File: config.mk
export PLATFORM = sky130hd
export DESIGN_NAME = dmem_arbiter
export DESIGN_NICKNAME = d
export VERILOG_FILES = /design/src/rtl/dmem_arbiter.sv
export SDC_FILE = /design/constraint.sdc
export NUM_CORES = 1
export LEC_CHECK = 0
export CORE_MARGIN = 5
export CORE_UTILIZATION = 38
export DETAILED_ROUTE_END_ITERATION = 7
export GPL_ROUTABILITY_DRIVEN = 0
export PLACE_DENSITY = 0.82
export SYNTH_ARGS = -nofsm -noshare
export SYNTH_HDL_FRONTEND = slang
export SYNTH_SLANG_ARGS = --single-unit
File: constraint.sdc
create_clock -name clk -period 4.87 [get_ports clk]
set_clock_uncertainty 0.05 [all_clocks]
set_input_delay 0.7305 -clock clk [delete_from_list [all_inputs] [get_ports clk]]
set_output_delay 0.7305 -clock clk [all_outputs]
set_load 0.03 [all_outputs]
File: src/rtl/dmem_arbiter.sv
// dmem_arbiter: two-port arbiter in front of a single-port data memory.
//
// Ports:
//   clk, rst_n                 clock, asynchronous active-low reset
//   a_req/b_req                access request, held until granted
//   a_we/b_we                  1 = write, 0 = read
//   a_addr/b_addr              word address (ADDR_W bits)
//   a_wdata/b_wdata            write data (DATA_W bits)
//   a_lock/b_lock              ask to keep ownership for the next access
//   a_gnt/b_gnt                access performed this cycle
//   a_rvalid/b_rvalid          one-cycle pulse the cycle after a granted read
//   a_rdata/b_rdata            read data captured on the granted read
//   mem_addr/mem_wdata/mem_we  memory side, memory writes on negedge clk
//   mem_rdata                  combinational memory read data
//
// Build option: define DMEM_ARB_RR_EN to break ties round-robin against
// last_owner; left undefined, port A always wins a tie.
module dmem_arbiter #(
    parameter int ADDR_W    = 12,
    parameter int DATA_W    = 32,
    parameter int MAX_BURST = 8
) (
    input  logic              clk,
    input  logic              rst_n,
    input  logic              a_req,
    input  logic              b_req,
    input  logic              a_we,
    input  logic              b_we,
    input  logic [ADDR_W-1:0] a_addr,
    input  logic [ADDR_W-1:0] b_addr,
    input  logic [DATA_W-1:0] a_wdata,
    input  logic [DATA_W-1:0] b_wdata,
    input  logic              a_lock,
    input  logic              b_lock,
    output logic              a_gnt,
    output logic              b_gnt,
    output logic              a_rvalid,
    output logic              b_rvalid,
    output logic [DATA_W-1:0] a_rdata,
    output logic [DATA_W-1:0] b_rdata,
    output logic [ADDR_W-1:0] mem_addr,
    output logic [DATA_W-1:0] mem_wdata,
    output logic              mem_we,
    input  logic [DATA_W-1:0] mem_rdata
);
    localparam int CW = $clog2(MAX_BURST + 1);
    localparam logic [CW-1:0] MAXB = CW'(MAX_BURST);

    typedef enum logic [1:0] {IDLE, OWN_A, OWN_B} state_t;

    state_t        state, other_st;
    logic [CW-1:0] burst, burst_nxt;
    logic          last_owner;
    logic          own_b, x_req, y_req, x_lock, tie_b;

`ifdef DMEM_ARB_RR_EN
    assign tie_b = ~last_owner;
`else
    assign tie_b = 1'b0;
`endif

    assign a_gnt    = (state == OWN_A) && a_req;
    assign b_gnt    = (state == OWN_B) && b_req;
    assign own_b    = (state == OWN_B);
    assign other_st = own_b ? OWN_A : OWN_B;
    assign x_req    = own_b ? b_req : a_req;
    assign y_req    = own_b ? a_req : b_req;
    assign x_lock   = own_b ? b_lock : a_lock;

    assign mem_we    = a_gnt ? a_we : (b_gnt & b_we);
    assign mem_addr  = a_gnt ? a_addr : (b_gnt ? b_addr : '0);
    assign mem_wdata = a_gnt ? a_wdata : (b_gnt ? b_wdata : '0);

    // Run length including the grant happening now; restarts at 1 when the
    // granted port differs from the previous one, saturates at MAX_BURST.
    assign burst_nxt = (last_owner != own_b) ? CW'(1) :
                       (burst == MAXB) ? burst : burst + CW'(1);

    always_ff @(posedge clk or negedge rst_n) begin
        if (!rst_n) begin
            state      <= IDLE;
            burst      <= '0;
            last_owner <= 1'b1;
            a_rvalid   <= 1'b0;
            b_rvalid   <= 1'b0;
            a_rdata    <= '0;
            b_rdata    <= '0;
        end else begin
            a_rvalid <= a_gnt & ~a_we;
            b_rvalid <= b_gnt & ~b_we;
            if (a_gnt & ~a_we) a_rdata <= mem_rdata;
            if (b_gnt & ~b_we) b_rdata <= mem_rdata;
            if (a_gnt | b_gnt) begin
                burst      <= burst_nxt;
                last_owner <= b_gnt;
            end
            // A locked owner keeps the memory until its run hits MAX_BURST;
            // otherwise a waiting peer takes over, and a withdrawn owner
            // releases to the peer or to IDLE.
            if (state == IDLE)
                state <= (a_req && !(b_req && tie_b)) ? OWN_A : (b_req ? OWN_B : IDLE);
            else if (!(x_req && x_lock && burst_nxt < MAXB))
                state <= y_req ? other_st : (x_req ? state : IDLE);
        end
    end
endmodule

==> out/qor.json <==
{
  "floorplan": {
    "floorplan.initialDensity_pct": 38.3,
    "die_area_um2": 11200,
    "die-width_um": 106,
    "die_h_um": 106,
    "rows": 35,
    "floorplan.io_pins": 241,
    "core_region_um2": 9110
  },
  "sta": {
    "final_report_setup_violation_count": 0,
    "tightest_slew_ns": 0.779,
    "timing.max_slew.rel_slack_pct": 48.0,
    "fin_crit_sh_pct": 79.4,
    "min_period_ns": 3.87,
    "maxSlewViolCount": 0,
    "report.final.hold_viol_count": 0,
    "final.setup.tns_ns": 0,
    "setup_repair_after_global_routing_missed_its_margin": "false",
    "timing.fmax_ghz": 0.259
  },
  "clock_tree": {
    "clock_path_buffers": 2,
    "worst_skew_pair.late_latency_ns": 0.34,
    "cts-root-buf": "sky130_fd_sc_hd__clkbuf_8",
    "holdBufCountCts": 0,
    "ctsHtreeMaxLevel": 3,
    "num_cts_buffers": 9,
    "post_cts_buffers": 0,
    "cts_resized": 0,
    "cts_tree": "done",
    "clk_pin_slew_ns": 0.08,
    "clock_sink_total": 73
  },
  "run_status": {
    "status": "finished, final reports clean"
  },
  "cells_and_area": {
    "drive_above_1_share_pct": 18.6,
    "layout-area-overhead-vs-synth_pct": 76.6,
    "final_nets": 613,
    "final_cell_area_um2": 6160,
    "insertedDiodeCount": 0
  },
  "worst_setup_path": {
    "setup.worst_path.end_class": "output port",
    "slowest_delay_ns": 0.72,
    "r2r_cells": 5,
    "timing.critical_path.max_delay_family": "buffers and inverters",
    "cp_num_buf_inv": 3,
    "required_ns": 4.09,
    "worstReg2RegStart": "state[1]$_DFFE_PN0P_",
    "critical_path.slowest_cell": "sky130_fd_sc_hd__clkdlybuf4s50_1",
    "capturing_point_of_the_worst_reg2reg_path": "b_rdata[25]$_DFFE_PN0P_",
    "critical_path.startpoint_type": "input port",
    "crit_top_cell": "sky130_fd_sc_hd__clkdlybuf4s50_1",
    "critical_path_arrival_ns": 3.09,
    "critPathKind": "input port to output port",
    "r2r_slack_ns": 2.35,
    "path_cells": "clkdlybuf4s50_1 -> nand2_1 -> nor2_2 -> buf_12 -> a22o_1 -> clkdlybuf4s50_1",
    "worstPathMaxFanout": 36
  },
  "route": {
    "via_count": 2994,
    "drt-pass1-iter-count": 4,
    "avgRoutedWirePerCell_um": 20.7,
    "detailedRoute.firstIterationViolations": 115,
    "drt.antenna.violating_nets": 0,
    "detail_route.vias_per_cell": 5.00,
    "finalWirelength_mm": 12.4,
    "detail_route.drc_violations": 0
  },
  "global_routing": {
    "first_pass_grt_wire_length_mm": 18.4,
    "globalRouteOverflowTotal": 0,
    "grt_pass1_vias": 3248,
    "number_of_antenna_violations_at_the_first_check_in_global_routing": 1,
    "grt_max_degree": 51,
    "grtUsageTotal_pct": 21.4
  },
  "synth": {
    "synth.yosys.warnings": 0,
    "synthesis.instances": 245,
    "most_common_flop_cell_mapped_by_yosys": "sky130_fd_sc_hd__dfrtp_1",
    "synth.net_count": 375,
    "combinational_family_with_the_most_area_after_synthesis": "multiplexers",
    "synthMuxAreaShare_pct": 24.4,
    "post_synth_and_or_nand_nor_area_fraction_pct": 3.55,
    "syn_avg_cell_area_um2": 14.2,
    "yosysSeqAreaShare_pct": 52.4,
    "syn_area_um2": 3490,
    "synth-adder-area-share_pct": 0.718,
    "synthArstFlopShare_pct": 100,
    "number_of_enable_type_register_cells_in_the_synthesized_netlist": 0,
    "ys_seq_elements": 73,
    "synth_cell_types": 31,
    "synth_compound_area_share_pct": 13.9,
    "synth_xor_xnor_area_share_pct": 0.502
  },
  "power_and_ir_drop": {
    "power.share.combinational_pct": 59.3,
    "internal_power_mw": 2.31,
    "total_leakage_power_nw": 2.56,
    "netSwitchingFraction_pct": 41.4,
    "clockPowerShare_pct": 13.1,
    "pwr-share-seq_pct": 27.6,
    "ir_drop_uv": 410,
    "switchingPower_mw": 1.63,
    "power.density_nw_per_um2": 640
  },
  "worst_hold_path": {
    "min-delay-path-class": "input port to async pin"
  },
  "place": {
    "numPortBuffers": 240,
    "place.detailed.hpwl_mm": 10.0,
    "placedInstanceArea_um2": 5940
  },
  "run": {
    "drv.max_cap_violation_count": 0
  }
}
==> cells in the final DEF, fill, tap and decap left out, types with 2 or more instances in the layout <==
cell type / synthesis / layout
sky130_fd_sc_hd__a21o_1: 2 / 2
sky130_fd_sc_hd__a22o_1: 47 / 47
sky130_fd_sc_hd__buf_4: 0 / 4
sky130_fd_sc_hd__bufinv_16: 0 / 2
sky130_fd_sc_hd__clkbuf_8: 0 / 9
sky130_fd_sc_hd__clkdlybuf4s50_1: 0 / 239
sky130_fd_sc_hd__dfrtp_1: 72 / 72
sky130_fd_sc_hd__ha_1: 2 / 2
sky130_fd_sc_hd__inv_1: 5 / 5
sky130_fd_sc_hd__mux2_2: 35 / 35
sky130_fd_sc_hd__mux2_4: 29 / 29
sky130_fd_sc_hd__mux2i_1: 2 / 2
sky130_fd_sc_hd__nand2_1: 5 / 5
sky130_fd_sc_hd__nand3_1: 3 / 3
sky130_fd_sc_hd__nor2_1: 5 / 4
sky130_fd_sc_hd__nor2b_4: 2 / 2
sky130_fd_sc_hd__o21ai_0: 5 / 5
==> per-layer routing <==
layer | GRT usage [%] | wire (um) | up-vias
li1 | - | - | 1381
met1 | 27.2 | 5030 | 1455
met2 | 34.8 | 6100 | 138
met3 | 7.90 | 1020 | 18
met4 | 5.09 | 216 | 2
met5 | 0 | 20 | -
==> Yosys cell counts (2+ instances only) <==
library cell / n / area, um^2
sky130_fd_sc_hd__a21o_1: 2 / 15.0
sky130_fd_sc_hd__nand2_1: 5 / 18.8
sky130_fd_sc_hd__o21ai_0: 5 / 25.0
sky130_fd_sc_hd__buf_1: 2 / 7.51
sky130_fd_sc_hd__nor2b_4: 2 / 27.5
sky130_fd_sc_hd__mux2i_1: 2 / 20.0
sky130_fd_sc_hd__nor2_1: 5 / 18.8
sky130_fd_sc_hd__nand3_1: 3 / 15.0
sky130_fd_sc_hd__a22o_1: 47 / 412
sky130_fd_sc_hd__mux2_4: 29 / 435
sky130_fd_sc_hd__buf_2: 8 / 40.0
sky130_fd_sc_hd__ha_1: 2 / 25.0
sky130_fd_sc_hd__clkbuf_1: 3 / 11.3
sky130_fd_sc_hd__dfrtp_1: 72 / 1800
sky130_fd_sc_hd__mux2_2: 35 / 394
sky130_fd_sc_hd__inv_1: 5 / 18.8
sky130_fd_sc_hd__buf_6: 2 / 22.5
sky130_fd_sc_hd__buf_12: 3 / 60.1
==> power by group through the flow <==
stage	Clock (mW)	Combinational, mW	Sequential, mW
4_1_cts	0.534	2.36	1.09
3_5_place_dp	0	2.35	1.09
6_report	0.516	2.34	1.09
3_3_place_gp	0	2.32	1.07
5_1_grt	0.562	2.44	1.13
2_1_floorplan	0	0.816	1.61
==> area by class of cell <==
class / count / area (um^2)
Sequential cell: 73 / 1830
Fill cell: 689 / 2950
Inverter: 5 / 18.8
Multi-Input combinational cell: 149 / 1510
Clock buffer: 10 / 128
Clock inverter: 6 / 90.1
Tap cell: 111 / 139
Timing Repair Buffer: 245 / 2450
==> per-stage QoR <==
stage | hold slack, ns | setup slack [ns] | instances | power [mW] | util (%)
floorplan | 0.385 | 2.24 | 245 | 2.42 | -
global placement | 0.440 | 1.08 | 583 | 3.39 | 65.2
detailed placement | 0.441 | 1.03 | 583 | 3.44 | 65.2
CTS | 0.431 | 1.03 | 599 | 3.98 | 67.6
global route | 0.455 | 0.902 | 599 | 4.13 | 67.6
finish | 0.415 | 1.00 | 599 | 3.94 | 67.6
==> cells by family (layout without fill, tap and decap cells) <==
kind of cell | Yosys count | in the layout
adder cells (fa/ha/maj) | 2 | 2
flip-flops | 73 | 73
buffers and inverters | 23 | 266
AO/OA/AOI/OAI | 58 | 58
AND/OR/NAND/NOR | 21 | 21
multiplexers | 66 | 66
XOR/XNOR | 2 | 2
==> worst max-delay path by stage <==
stage,from,endpoint,depth (start not counted)
2_1_floorplan,a_req,mem_wdata[19],4
5_1_grt,a_req,mem_addr[9],6
3_5_place_dp,a_req,mem_addr[9],6
6_report,a_req,mem_wdata[22],6
4_1_cts,a_req,mem_addr[9],6
3_3_place_gp,a_req,mem_addr[9],6
==> registers in the layout (all words and copies together) (netlist names) <==
| signal | cells |
|---|---|
| a_rdata | 32 |
| last_owner | 1 |
| b_rdata | 32 |
| b_rvalid | 1 |
| burst | 4 |
| state | 2 |
| a_rvalid | 1 |
No activity file was read; power rests on OpenSTA's default activity.
==> RTL edit (config.mk and constraints unchanged) <==
The parameter `MAX_BURST` goes from 8 to 16.
--- a/src/rtl/dmem_arbiter.sv
+++ b/src/rtl/dmem_arbiter.sv
@@ -19,5 +19,5 @@
     parameter int ADDR_W    = 12,
     parameter int DATA_W    = 32,
-    parameter int MAX_BURST = 8
+    parameter int MAX_BURST = 16
 ) (
     input  logic              clk,
Behaviour: not the same (a bounded check fails within 10 cycles, from zero or initial values and one cycle with rst_n low).
==> RTL edit against the unedited design <==
Sequential cell count rose by 1. Global-route usage fell by 0.073 points. Synthesized area fell by 2.4%. Worst setup slack got worse by 60 ps. Cell area fell by 1.8%. Routed wire length fell by 6.1%. Combinational power fell by 3%. Maximum frequency fell by 1.5%. Sequential share of layout area rose by 0.96 points. Total power fell by 3.7%. Critical endpoint is now mem_addr[2]. Largest cell class unchanged. Largest power group unchanged. Highest routed layer is now met4.
==> RTL edit: results <==
set metrics [dict create \
    path_clk_slew_ps 80 \
    regToRegStartpoint "state[0]" \
    final_cells 598 \
    r2r_end "b_rdata[18]" \
    yosysSeqAreaShare_pct 54.5 \
    reg_top3 "a_rdata: 32 flops, b_rdata: 32 flops, burst: 5 flops" \
    grt_pass1_wl_um 18600 \
    place_ws_ps 959 \
    crit_arrival_ps 3150 \
    avgSynthCellArea_sq_um 13.6 \
    vdd_drop_max_mv 0.365 \
    drive_above_1_share_pct 16.5 \
    p_switching_mw 1.60 \
    status "finished, final reports clean" \
    worstPathMaxFanout 49 \
    vias 2959 \
    track_usage_pct 21.3 \
    grt_max_degree 50 \
    clk_path_buf_depth 2 \
    antenna_found_initial 0 \
    cts_max_level 3 \
    fill_cells 639 \
    drc_errors 0 \
    firstDrtPassIters 4 \
    post-cts-setup-buffers 0 \
    clk-insertion-delay-late_ps 330 \
    async_reset_ff_share_pct 100 \
    root_buffer "clkbuf_8" \
    ys_top_cells_by_count "dfrtp_1, mux2_2, a22o_1, mux2_1, buf_1" \
    n_antenna_cell 0 \
    hold_ws_ps 378 \
    first_iter_violations 115 \
    worst_r2r_path_depth 4 \
    period_minus_slack_ps 3930 \
    yosysWarnings 0 \
    place_area_sq_um 5850 \
    place_hpwl_um 9300 \
    layout.nets 615 \
    ys_types 31 \
    cp-endpoint "mem_addr[2]" \
    io_buffers 240 \
    worst_slew_pin_slew_ps 899 \
    leakagePower_nw 2.46 \
    netlist_top_cells_area "dfrtp_1, mux2_2, a22o_1" \
    synth_flop_cell "dfrtp_1" \
    hold_path.class "input port to asynchronous set/reset pin" \
    rrSetupSlack_ps 2000 \
    dp_cells 582 \
    cts_resized 0 \
    crit_path_start "a_req" \
    wirelength_um 11600 \
    numCtsBuffers 9 \
    grt_pass1_vias 3302 \
    synth_nets 380 \
]
==> RTL edit: cell count changes in the layout (fill, tap and decap cells not counted), moves of 2 or more <==
cell	before	now
o21ai_0	5	3
mux2_4	29	0
mux2_2	35	54
and3b_2	0	2
mux2_1	0	10
nand3_1	3	5
==> RTL edit: layout make-up <==
class	instances	area [sq um]	share of cell area [%]
Clock inverter	6	65.1	1.08
Tap cell	108	135	2.23
Clock buffer	10	128	2.11
Timing Repair Buffer	243	2420	40.0
Sequential cell	74	1850	30.6
Inverter	5	18.8	0.310
Multi-Input combinational cell	152	1430	23.6
==> RTL edit: layer usage <==
layer | global-route usage, % | routed length, um
met1 | 26.2 | 4680
met2 | 36.6 | 5970
met3 | 7.21 | 787
met4 | 4.57 | 193
met5 | 0 | 0
==> RTL edit: critical path: stages <==
cell and delay, ps:
clkdlybuf4s50_1 560, and3b_2 810, a22o_1 320, clkdlybuf4s50_1 690
==> RTL edit: cells by family (layout without fill, tap and decap cells) <==
family | count (synthesis) | after routing | share of synthesized area (%)
muxes | 66 | 66 | 21.8
adders and majority gates | 2 | 2 | 0.735
AOI/OAI and AO/OA | 58 | 58 | 14.3
and+or+nand+nor | 23 | 23 | 3.97
buffers and inverters | 24 | 264 | 4.01
DFF | 74 | 74 | 54.5
xor gates and xnor gates | 3 | 3 | 0.772
==> RTL edit: power by group through the flow <==
stage	clock network [mW]	logic (mW)	registers, mW
2_1_floorplan	0	0.751	1.62
3_3_place_gp	0	2.24	1.08
3_5_place_dp	0	2.27	1.10
4_1_cts	0.474	2.28	1.09
5_1_grt	0.501	2.38	1.13
6_report	0.455	2.26	1.08
